**src/rtl/attn_score_seq.sv**
```systemverilog
// Sequencer for an attention-score engine: streams Q then K into the engine's
// write ports, kicks the compute FSM, then drains the T x T score matrix.
module attn_score_seq #(
  parameter int T      = 8,
  parameter int DMAX   = 1024,
  parameter int DATA_W = 32,
  localparam int TW    = (T > 1) ? $clog2(T) : 1,
  localparam int DW    = (DMAX > 1) ? $clog2(DMAX) : 1
) (
  input  logic                clk,
  input  logic                rst,
  input  logic                start,
  input  logic [15:0]         d_len,
  output logic                busy,
  output logic                done,
  output logic                err,
  input  logic                in_valid,
  output logic                in_ready,
  input  logic [DATA_W-1:0]   in_data,
  output logic                out_valid,
  input  logic                out_ready,
  output logic [DATA_W-1:0]   out_data,
  output logic                out_last,
  output logic                fsm_start,
  input  logic                fsm_busy,
  input  logic                fsm_done,
  output logic                cpu_q_we,
  output logic [TW-1:0]       cpu_q_t,
  output logic [DW-1:0]       cpu_q_d,
  output logic [DATA_W-1:0]   cpu_q_wdata,
  output logic [DATA_W/8-1:0] cpu_q_wmask,
  output logic                cpu_k_we,
  output logic [31:0]         cpu_k_t,
  output logic [31:0]         cpu_k_d,
  output logic [DATA_W-1:0]   cpu_k_wdata,
  output logic                score_re,
  output logic [TW-1:0]       score_tq,
  output logic [TW-1:0]       score_tk,
  input  logic [DATA_W-1:0]   score_rdata,
  input  logic                score_rvalid
);

  typedef enum logic [2:0] {IDLE, LOAD_Q, LOAD_K, KICK, WAIT, DRAIN, FIN} state_t;

  state_t        state, state_n;
  logic [15:0]   d_len_r;
  logic [15:0]   d_cnt;
  logic [TW-1:0] t_cnt;
  logic          err_r;
  logic [TW-1:0] rd_tq, rd_tk;
  logic          rd_all, rd_pend, rd_last_pend;

  logic hs, len_bad, last_d, last_t, last_elem, xfer, rd_ret;
  logic unused_fsm_busy;

  assign unused_fsm_busy = fsm_busy;

  assign len_bad   = (d_len == 16'd0) || (32'(d_len) > 32'(DMAX));
  assign hs        = in_valid && in_ready;
  assign last_d    = (d_cnt == d_len_r - 16'd1);
  assign last_t    = (t_cnt == TW'(T - 1));
  assign last_elem = hs && last_d && last_t;
  assign xfer      = out_valid && out_ready;
  assign rd_ret    = score_rvalid && rd_pend;

  assign busy      = (state != IDLE);
  assign in_ready  = (state == LOAD_Q) || (state == LOAD_K);
  assign fsm_start = (state == KICK);
  assign done      = (state == FIN);
  assign err       = (state == FIN) && err_r;
  // A new read goes out only when nothing is in flight and the output slot is free.
  assign score_re  = (state == DRAIN) && !rd_pend && !out_valid && !rd_all;
  assign score_tq  = rd_tq;
  assign score_tk  = rd_tk;

  always_ff @(posedge clk) begin
    if (rst) state <= IDLE;
    else     state <= state_n;
  end

  always_comb begin
    state_n = state;
    case (state)
      IDLE:    if (start) state_n = len_bad ? FIN : LOAD_Q;
      LOAD_Q:  if (last_elem) state_n = LOAD_K;
      LOAD_K:  if (last_elem) state_n = KICK;
      KICK:    state_n = WAIT;
      WAIT:    if (fsm_done) state_n = DRAIN;
      DRAIN:   if (xfer && out_last) state_n = FIN;
      FIN:     state_n = IDLE;
      default: state_n = IDLE;
    endcase
  end

  // Load stage: element counters and the registered write ports (one cycle behind the handshake).
  always_ff @(posedge clk) begin
    if (rst) begin
      d_len_r     <= '0;
      d_cnt       <= '0;
      t_cnt       <= '0;
      err_r       <= 1'b0;
      cpu_q_we    <= 1'b0;
      cpu_q_t     <= '0;
      cpu_q_d     <= '0;
      cpu_q_wdata <= '0;
      cpu_q_wmask <= '0;
      cpu_k_we    <= 1'b0;
      cpu_k_t     <= '0;
      cpu_k_d     <= '0;
      cpu_k_wdata <= '0;
    end else begin
      if (state == IDLE && start) begin
        err_r <= len_bad;
        d_cnt <= '0;
        t_cnt <= '0;
        if (!len_bad) d_len_r <= d_len;
      end
      if (hs) begin
        if (last_d) begin
          d_cnt <= '0;
          t_cnt <= last_t ? '0 : t_cnt + 1'b1;
        end else begin
          d_cnt <= d_cnt + 16'd1;
        end
      end
      cpu_q_we <= hs && (state == LOAD_Q);
      cpu_k_we <= hs && (state == LOAD_K);
      if (hs && state == LOAD_Q) begin
        cpu_q_t     <= t_cnt;
        cpu_q_d     <= d_cnt[DW-1:0];
        cpu_q_wdata <= in_data;
        cpu_q_wmask <= '1;
      end
      if (hs && state == LOAD_K) begin
        cpu_k_t     <= 32'(t_cnt);
        cpu_k_d     <= 32'(d_cnt[DW-1:0]);
        cpu_k_wdata <= in_data;
      end
    end
  end

  // Drain stage: read index walk, single outstanding read, output holding register.
  always_ff @(posedge clk) begin
    if (rst) begin
      rd_tq        <= '0;
      rd_tk        <= '0;
      rd_all       <= 1'b0;
      rd_pend      <= 1'b0;
      rd_last_pend <= 1'b0;
      out_valid    <= 1'b0;
      out_data     <= '0;
      out_last     <= 1'b0;
    end else begin
      if (state == IDLE && start) begin
        rd_tq  <= '0;
        rd_tk  <= '0;
        rd_all <= 1'b0;
      end
      if (score_re) begin
        rd_pend      <= 1'b1;
        rd_last_pend <= (rd_tq == TW'(T - 1)) && (rd_tk == TW'(T - 1));
        if (rd_tk == TW'(T - 1)) begin
          rd_tk <= '0;
          if (rd_tq == TW'(T - 1)) rd_all <= 1'b1;
          else                     rd_tq  <= rd_tq + 1'b1;
        end else begin
          rd_tk <= rd_tk + 1'b1;
        end
      end
      // A return and a transfer cannot coincide: reads issue only into an empty slot.
      if (rd_ret) begin
        rd_pend   <= 1'b0;
        out_valid <= 1'b1;
        out_data  <= score_rdata;
        out_last  <= rd_last_pend;
      end else if (xfer) begin
        out_valid <= 1'b0;
        out_last  <= 1'b0;
      end
    end
  end

endmodule

```
**config.mk**
```make
export PLATFORM = sky130hd
export DESIGN_NAME = attn_score_seq
export DESIGN_NICKNAME = d
export VERILOG_FILES = /design/src/rtl/attn_score_seq.sv
export SDC_FILE = /design/constraint.sdc
export NUM_CORES = 1
export LEC_CHECK = 0
export CORE_UTILIZATION = 46
export CTS_BUF_LIST = sky130_fd_sc_hd__clkbuf_4 sky130_fd_sc_hd__clkbuf_8
export DETAILED_ROUTE_END_ITERATION = 6
export PLACE_DENSITY = 0.83
export SYNTH_ARGS = -nofsm -noshare
export SYNTH_HDL_FRONTEND = slang
export SYNTH_SLANG_ARGS = --single-unit
```
**constraint.sdc**
```tcl
create_clock -name clk -period 3.95 [get_ports clk]
set_input_delay 0.79 -clock clk [delete_from_list [all_inputs] [get_ports clk]]
set_output_delay 0.79 -clock clk [all_outputs]
set_load 0.01 [all_outputs]
```
; ---- Word level (Yosys, flattened, before mapping)
; Cells that the tools add are included.
[word_totals]
regBits = 175
latchBits = 0
mem_bits_rw = 0
mem_bits_ro = 0
input_bits = 88
elab_cells = 100
memories = 0
[classes]
n_addsub = 5
mul = 0
div_mod_pow = 0
magnitude_cmp = 1
n_eq_ne = 15
shift = 0
muxes = 28
bitwise = 1
n_reduce_logical = 28
[ops]
columns = cell, count
row1 = 3-bit 2-to-1 mux, 17
row2 = 16-bit 2-to-1 mux, 3
row3 = 3-bit == test (second input constant), 6
row4 = 3-bit one-hot mux with 6 select lines, 1
row5 = 16-bit by 1-bit adder with 16-bit output (second input constant), 1
row6 = 16-bit == test, 1
row7 = 16-bit by 11-bit > comparator with 1-bit output (second input constant), 1
row8 = 16-bit logical NOT, 1
row9 = 16-bit by 1-bit subtractor with 16-bit output (second input constant), 1
row10 = 1-bit logical AND, 14
row11 = 3-bit by 1-bit adder with 3-bit output (second input constant), 3
row12 = 2-bit inequality test (second input constant), 4
row13 = 1-bit 2-to-1 mux, 7
row14 = 3-bit by 2-bit == test with 1-bit output (second input constant), 2
row15 = 2-bit nonzero test, 3
row16 = 5-bit AND reduction, 1
row17 = 3-bit by 1-bit == test with 1-bit output (second input constant), 1
row18 = 1-bit logical NOT, 3
row19 = 3-bit logical NOT, 1
row20 = 3-bit nonzero test, 1
row21 = 1-bit logical OR, 2
row22 = 2-bit by 1-bit inequality test with 1-bit output (second input constant), 1
row23 = 2-bit AND reduction, 1
row24 = 2-bit OR reduction, 1
row25 = 1-bit inverter, 1

; ---- Logic depth before layout (Yosys ltp)
[logic_depth]
word_depth = 7
mapped_depth = 12
ltp_nobuf = 10

; ---- Worst setup path after synthesis
; No wires, ideal clock.
[synth_timing]
path_kind = reg2reg
from = register d_len_r[0]
to = register d_cnt[9]
setup_ns = 0.129
arrival_time_ns = 3.014
t_required_ns = 3.821
setup_slack_ns = 0.807
path_stages_with_launch = 13
path_buffers = 2
period_less_slack_ns = 3.143
path_cell_list = dfxtp_1 -> inv_1 -> ha_1 -> or4b_4 -> or4b_4 -> xnor2_1 -> or4_1 -> a211oi_1 -> a211oi_1 -> buf_2 -> buf_2 -> a21oi_1 -> a31oi_1
[synth_via]
elab_chain_cells = 4
[synth_lines]
columns = element, line
row1 = from (decl), 46  ; logic [15:0] d_len_r;
row2 = from (signal assigned), 116  ; if (!len_bad) d_len_r <= d_len;
row3 = 16-bit by 1-bit subtractor with 16-bit output, 60  ; assign last_d = (d_cnt == d_len_r - 16'd1);
row4 = 16-bit == test, 60
row5 = 16-bit 2-to-1 mux, 119  ; if (last_d) begin
row6 = 16-bit 2-to-1 mux, 118  ; if (hs) begin
row7 = to (signal assigned), 123  ; d_cnt <= d_cnt + 16'd1;
row8 = to (decl), 47  ; logic [15:0] d_cnt;
; Every way passes these cells.
; A chain may end at the register's enable or synchronous reset.

; ---- Worst setup path after layout
[layout_timing]
from = register d_len_r[0]
to = register state[1]
[layout_via]
elab_chain_cells = 6
[layout_lines]
columns = element, line
row1 = 16-bit by 1-bit subtractor with 16-bit output (*), 60
row2 = 16-bit == test (*), 60
row3 = 1-bit logical AND (*) (2 in series), 62  ; assign last_elem = hs && last_d && last_t;
row4 = 2-bit inequality test (no line), n/a
row5 = 5-bit AND reduction (no line) (*), n/a
row6 = to (signal assigned), 78  ; else state <= state_n;
row7 = to (decl), 45  ; state_t state, state_n;
; Every way passes the cells marked *; elsewhere a longest branch is shown, timed or not.

==> impl_metrics.tcl <==
set metrics [dict create \
    cts_buffers 17 \
    yosys_warnings 0 \
    timing_hold_violations_final 0 \
    clock_tree.buffer_depth 2 \
    synth_edf_count 0 \
    layout_commonest_cell "nand2_1" \
    io_pins 281 \
    hp-start "cpu_q_wdata[24]$_SDFFE_PP0P_" \
    avgSynthCellArea_sq_um 7.86 \
    cts_tree "built" \
    final_cells 1378 \
    wirelength_microns 20500 \
    critPathMaxStageDelay_ns 0.51 \
    fin_area_sq_um 10200 \
    syn_inst 960 \
    worst_slew_pin_slew_ns 1.03 \
    critPathSlowestCell "or4b_4" \
    clockPowerShare_pct 32.5 \
    htree_levels 4 \
    synth_top_area_share_pct 46.4 \
    whs_endpoint "cpu_q_wdata[24]$_SDFFE_PP0P_" \
    dpl_cell_area_sq_um 9720 \
    fin_crit_sh_pct 85.9 \
    wire_per_inst_microns 14.9 \
    rsz0062_at_grt "no" \
    clk_latency_ns 0.45 \
    p_leak_nw 3.70 \
    combinationalPowerShare_pct 21.2 \
    cts_hold_buf 0 \
    layout_common_cells "269 x nand2_1, 227 x clkdlybuf4s50_1, 175 x dfxtp_1" \
    relSlewSlack_pct 31.1 \
    cp.required_ns 4.33 \
    dp_cells 1346 \
    cts_setup_buffers 0 \
    grt_overflow 0 \
    criticalPathCategory "reg2reg" \
    synth_flop_cell "dfxtp_1" \
    slew_viol_final 0 \
    core_area_sq_um 15900 \
    async_reset_ff_share_pct 0 \
    firstDrtPassIters 5 \
    fin_nets 1245 \
    status "finished, final reports clean" \
    cp_max_fo 5 \
    cp_common_cell "or4b_4" \
    place_congestion 0.885 \
    core.rowCount 46 \
    drtAntennaViolNets 0 \
    cts.sinks 175 \
    pwr-share-seq_pct 46.4 \
    peakVddDrop_mv 0.380 \
    yosysTopAreaCell "dfxtp_1" \
    p_sw_mw 1.25 \
    syn2layout_area_growth_pct 34.9 \
    cts-resized-gates 0 \
    syn_area_sq_um 7540 \
    clkTransAtPathRegs_ns 0.09 \
    path_cells "inv_1, ha_1, or4b_4, or4b_4, and2_0, nor4_1, nand3_1, or3_4, or4b_1, a21oi_1" \
    fp.dieW_microns 130 \
    worstHoldPathCells 2 \
    finClkSkew_ns 0.0105 \
    cp-end-kind "flip-flop" \
    fillCellCount 1407 \
    finalCriticalPeriod_ns 3.39 \
    p_sw_share_pct 29.7 \
    synth_seq_cells 175 \
    max_freq_mhz 295 \
    grt_start_max_net_pins 79 \
    yosys.cell_types.count 54 \
    hp-class "reg2reg" \
    ff2ff_setup_slack_ns 0.56 \
    powerDensity_nw_per_um2 412 \
    fin_tns_setup_ns 0 \
    antenna_cells 0 \
    drtIter0Drc 427 \
    drv_cap 0 \
    viasPerCell 5.11 \
    cts-root-buf "clkbuf_8" \
    antenna_found_initial 0 \
    grt_pass1_vias 6305 \
    whs_ns 0.457 \
    die_h_microns 130 \
    drive_gt1_share_pct 4.73 \
    power.internal_mw 2.94 \
    r2r_cells 10 \
    dieArea_sq_um 16900 \
    synth_area_leaders "dfxtp_1 46%, nand2_1 13%, a21oi_1 9.7%" \
    setup_violations 0 \
    initial_core_util_pct 47.3 \
    grt_usage_pct 23.7 \
    vias 7039 \
    hpwl_microns 14200 \
    grt_pass1_wl_microns 31300 \
    timing.rr.start "d_len_r[0]$_SDFFE_PP0P_" \
    reg2reg_to "state[1]$_SDFFE_PP0P_" \
    crit_arrival_ns 3.78 \
    io_buffers 228 \
    startpoint_type "flip-flop" \
    drc 0 \
    ys_seq_area_share_pct 46.4 \
]
flip-flops by register name (all words and copies together), names as in the netlist:
signal        flops
rd_last_pend      1
cpu_k_wdata      32
cpu_q_d          10
cpu_q_we          1
rd_all            1
out_last          1
score_tq          3
t_cnt             3
rd_pend           1
out_data         32
out_valid         1
d_len_r          16
score_tk          3
d_cnt            16
state             3
cpu_q_wmask       1
cpu_k_we          1
cpu_k_d          10
cpu_q_wdata      32
cpu_k_t           3
err_r             1
cpu_q_t           3
cells in the mapped netlist, types with 10 or more instances:
library cell  count
a31oi_1          11
a21oi_1         146
xnor2_1          13
nand2_1         269
xor2_1           12
clkbuf_1         59
nor2_1           49
nand3_1          17
mux2i_1          15
buf_4            54
nor3_1           11
nand2b_1         13
inv_1            10
dfxtp_1         175
and3_1           13
stage by stage:
step           power (mW)  utilization, %  setup slack, ns
6_report             4.19            63.8            0.555
2_1_floorplan        2.48               -            0.807
4_1_cts              4.22            63.8            0.448
3_5_place_dp         2.87            61.0            0.453
5_1_grt              4.39            63.8            0.413
3_3_place_gp         2.85            61.0            0.557
power groups by stage:
stage | logic, mW | clock network [mW] | registers (mW)
after floorplan | 0.494 | 0 | 1.99
after global placement | 0.874 | 0 | 1.98
after detailed placement | 0.885 | 0 | 1.99
after CTS | 0.888 | 1.39 | 1.94
after global routing | 0.972 | 1.46 | 1.96
final | 0.887 | 1.36 | 1.94
worst max path at each step:
| stage | from | to | slack [ns] |
|---|---|---|---|
| 4_1_cts | d_len_r[0]$_SDFFE_PP0P_ | d_cnt[5]$_SDFFE_PP0P_ | 0.45 |
| 3_5_place_dp | d_len_r[0]$_SDFFE_PP0P_ | d_cnt[5]$_SDFFE_PP0P_ | 0.45 |
| 2_1_floorplan | d_len_r[0]$_SDFFE_PP0P_ | d_cnt[9]$_SDFFE_PP0P_ | 0.81 |
| 3_3_place_gp | d_len_r[0]$_SDFFE_PP0P_ | d_cnt[5]$_SDFFE_PP0P_ | 0.56 |
| 6_report | d_len_r[0]$_SDFFE_PP0P_ | state[1]$_SDFFE_PP0P_ | 0.56 |
| 5_1_grt | d_len_r[0]$_SDFFE_PP0P_ | t_cnt[0]$_SDFF_PP0_ | 0.41 |
cell families after synthesis:
family | after synthesis | synth area share [%]
adder cells (fa/ha/maj) | 8 | 1.33
buffers and inverters | 127 | 9.04
multiplexers | 15 | 1.99
flip-flops | 175 | 46.4
AO/OA/AOI/OAI | 194 | 14.2
XOR/XNOR | 25 | 2.90
AND/OR/NAND/NOR | 415 | 24.0
other | 1 | 0.0497
cell type report:
| type | instances | area (sq um) | area share [%] |
|---|---|---|---|
| clock buffer | 21 | 289 | 2.84 |
| inverter | 10 | 37.5 | 0.369 |
| multi-input combinational | 708 | 3570 | 35.1 |
| clock inverter | 11 | 155 | 1.52 |
| timing repair buffer | 237 | 2350 | 23.1 |
| tap | 216 | 270 | 2.66 |
| sequential | 175 | 3500 | 34.4 |
critical path: cells and delay by family (launching register included):
| family | cells | cell delay, ns |
|---|---|---|
| and+or+nand+nor | 7 | 2.53 |
| DFF | 1 | 0.35 |
| adders and majority gates | 1 | 0.21 |
| AOI/OAI and AO/OA | 1 | 0.16 |
| buffers and inverters | 1 | 0.06 |
layer usage:
layer | GRT usage, % | wire [microns] | vias up | share of wire, %
li1 | - | - | 3476 | -
met1 | 28.6 | 8530 | 3269 | 42
met2 | 40.6 | 10100 | 273 | 49
met3 | 6.52 | 1660 | 21 | 8.1
met4 | 8.21 | 251 | 0 | 1.2
met5 | 0 | 0 | - | 0
No activity file was read; power rests on OpenSTA's default activity.
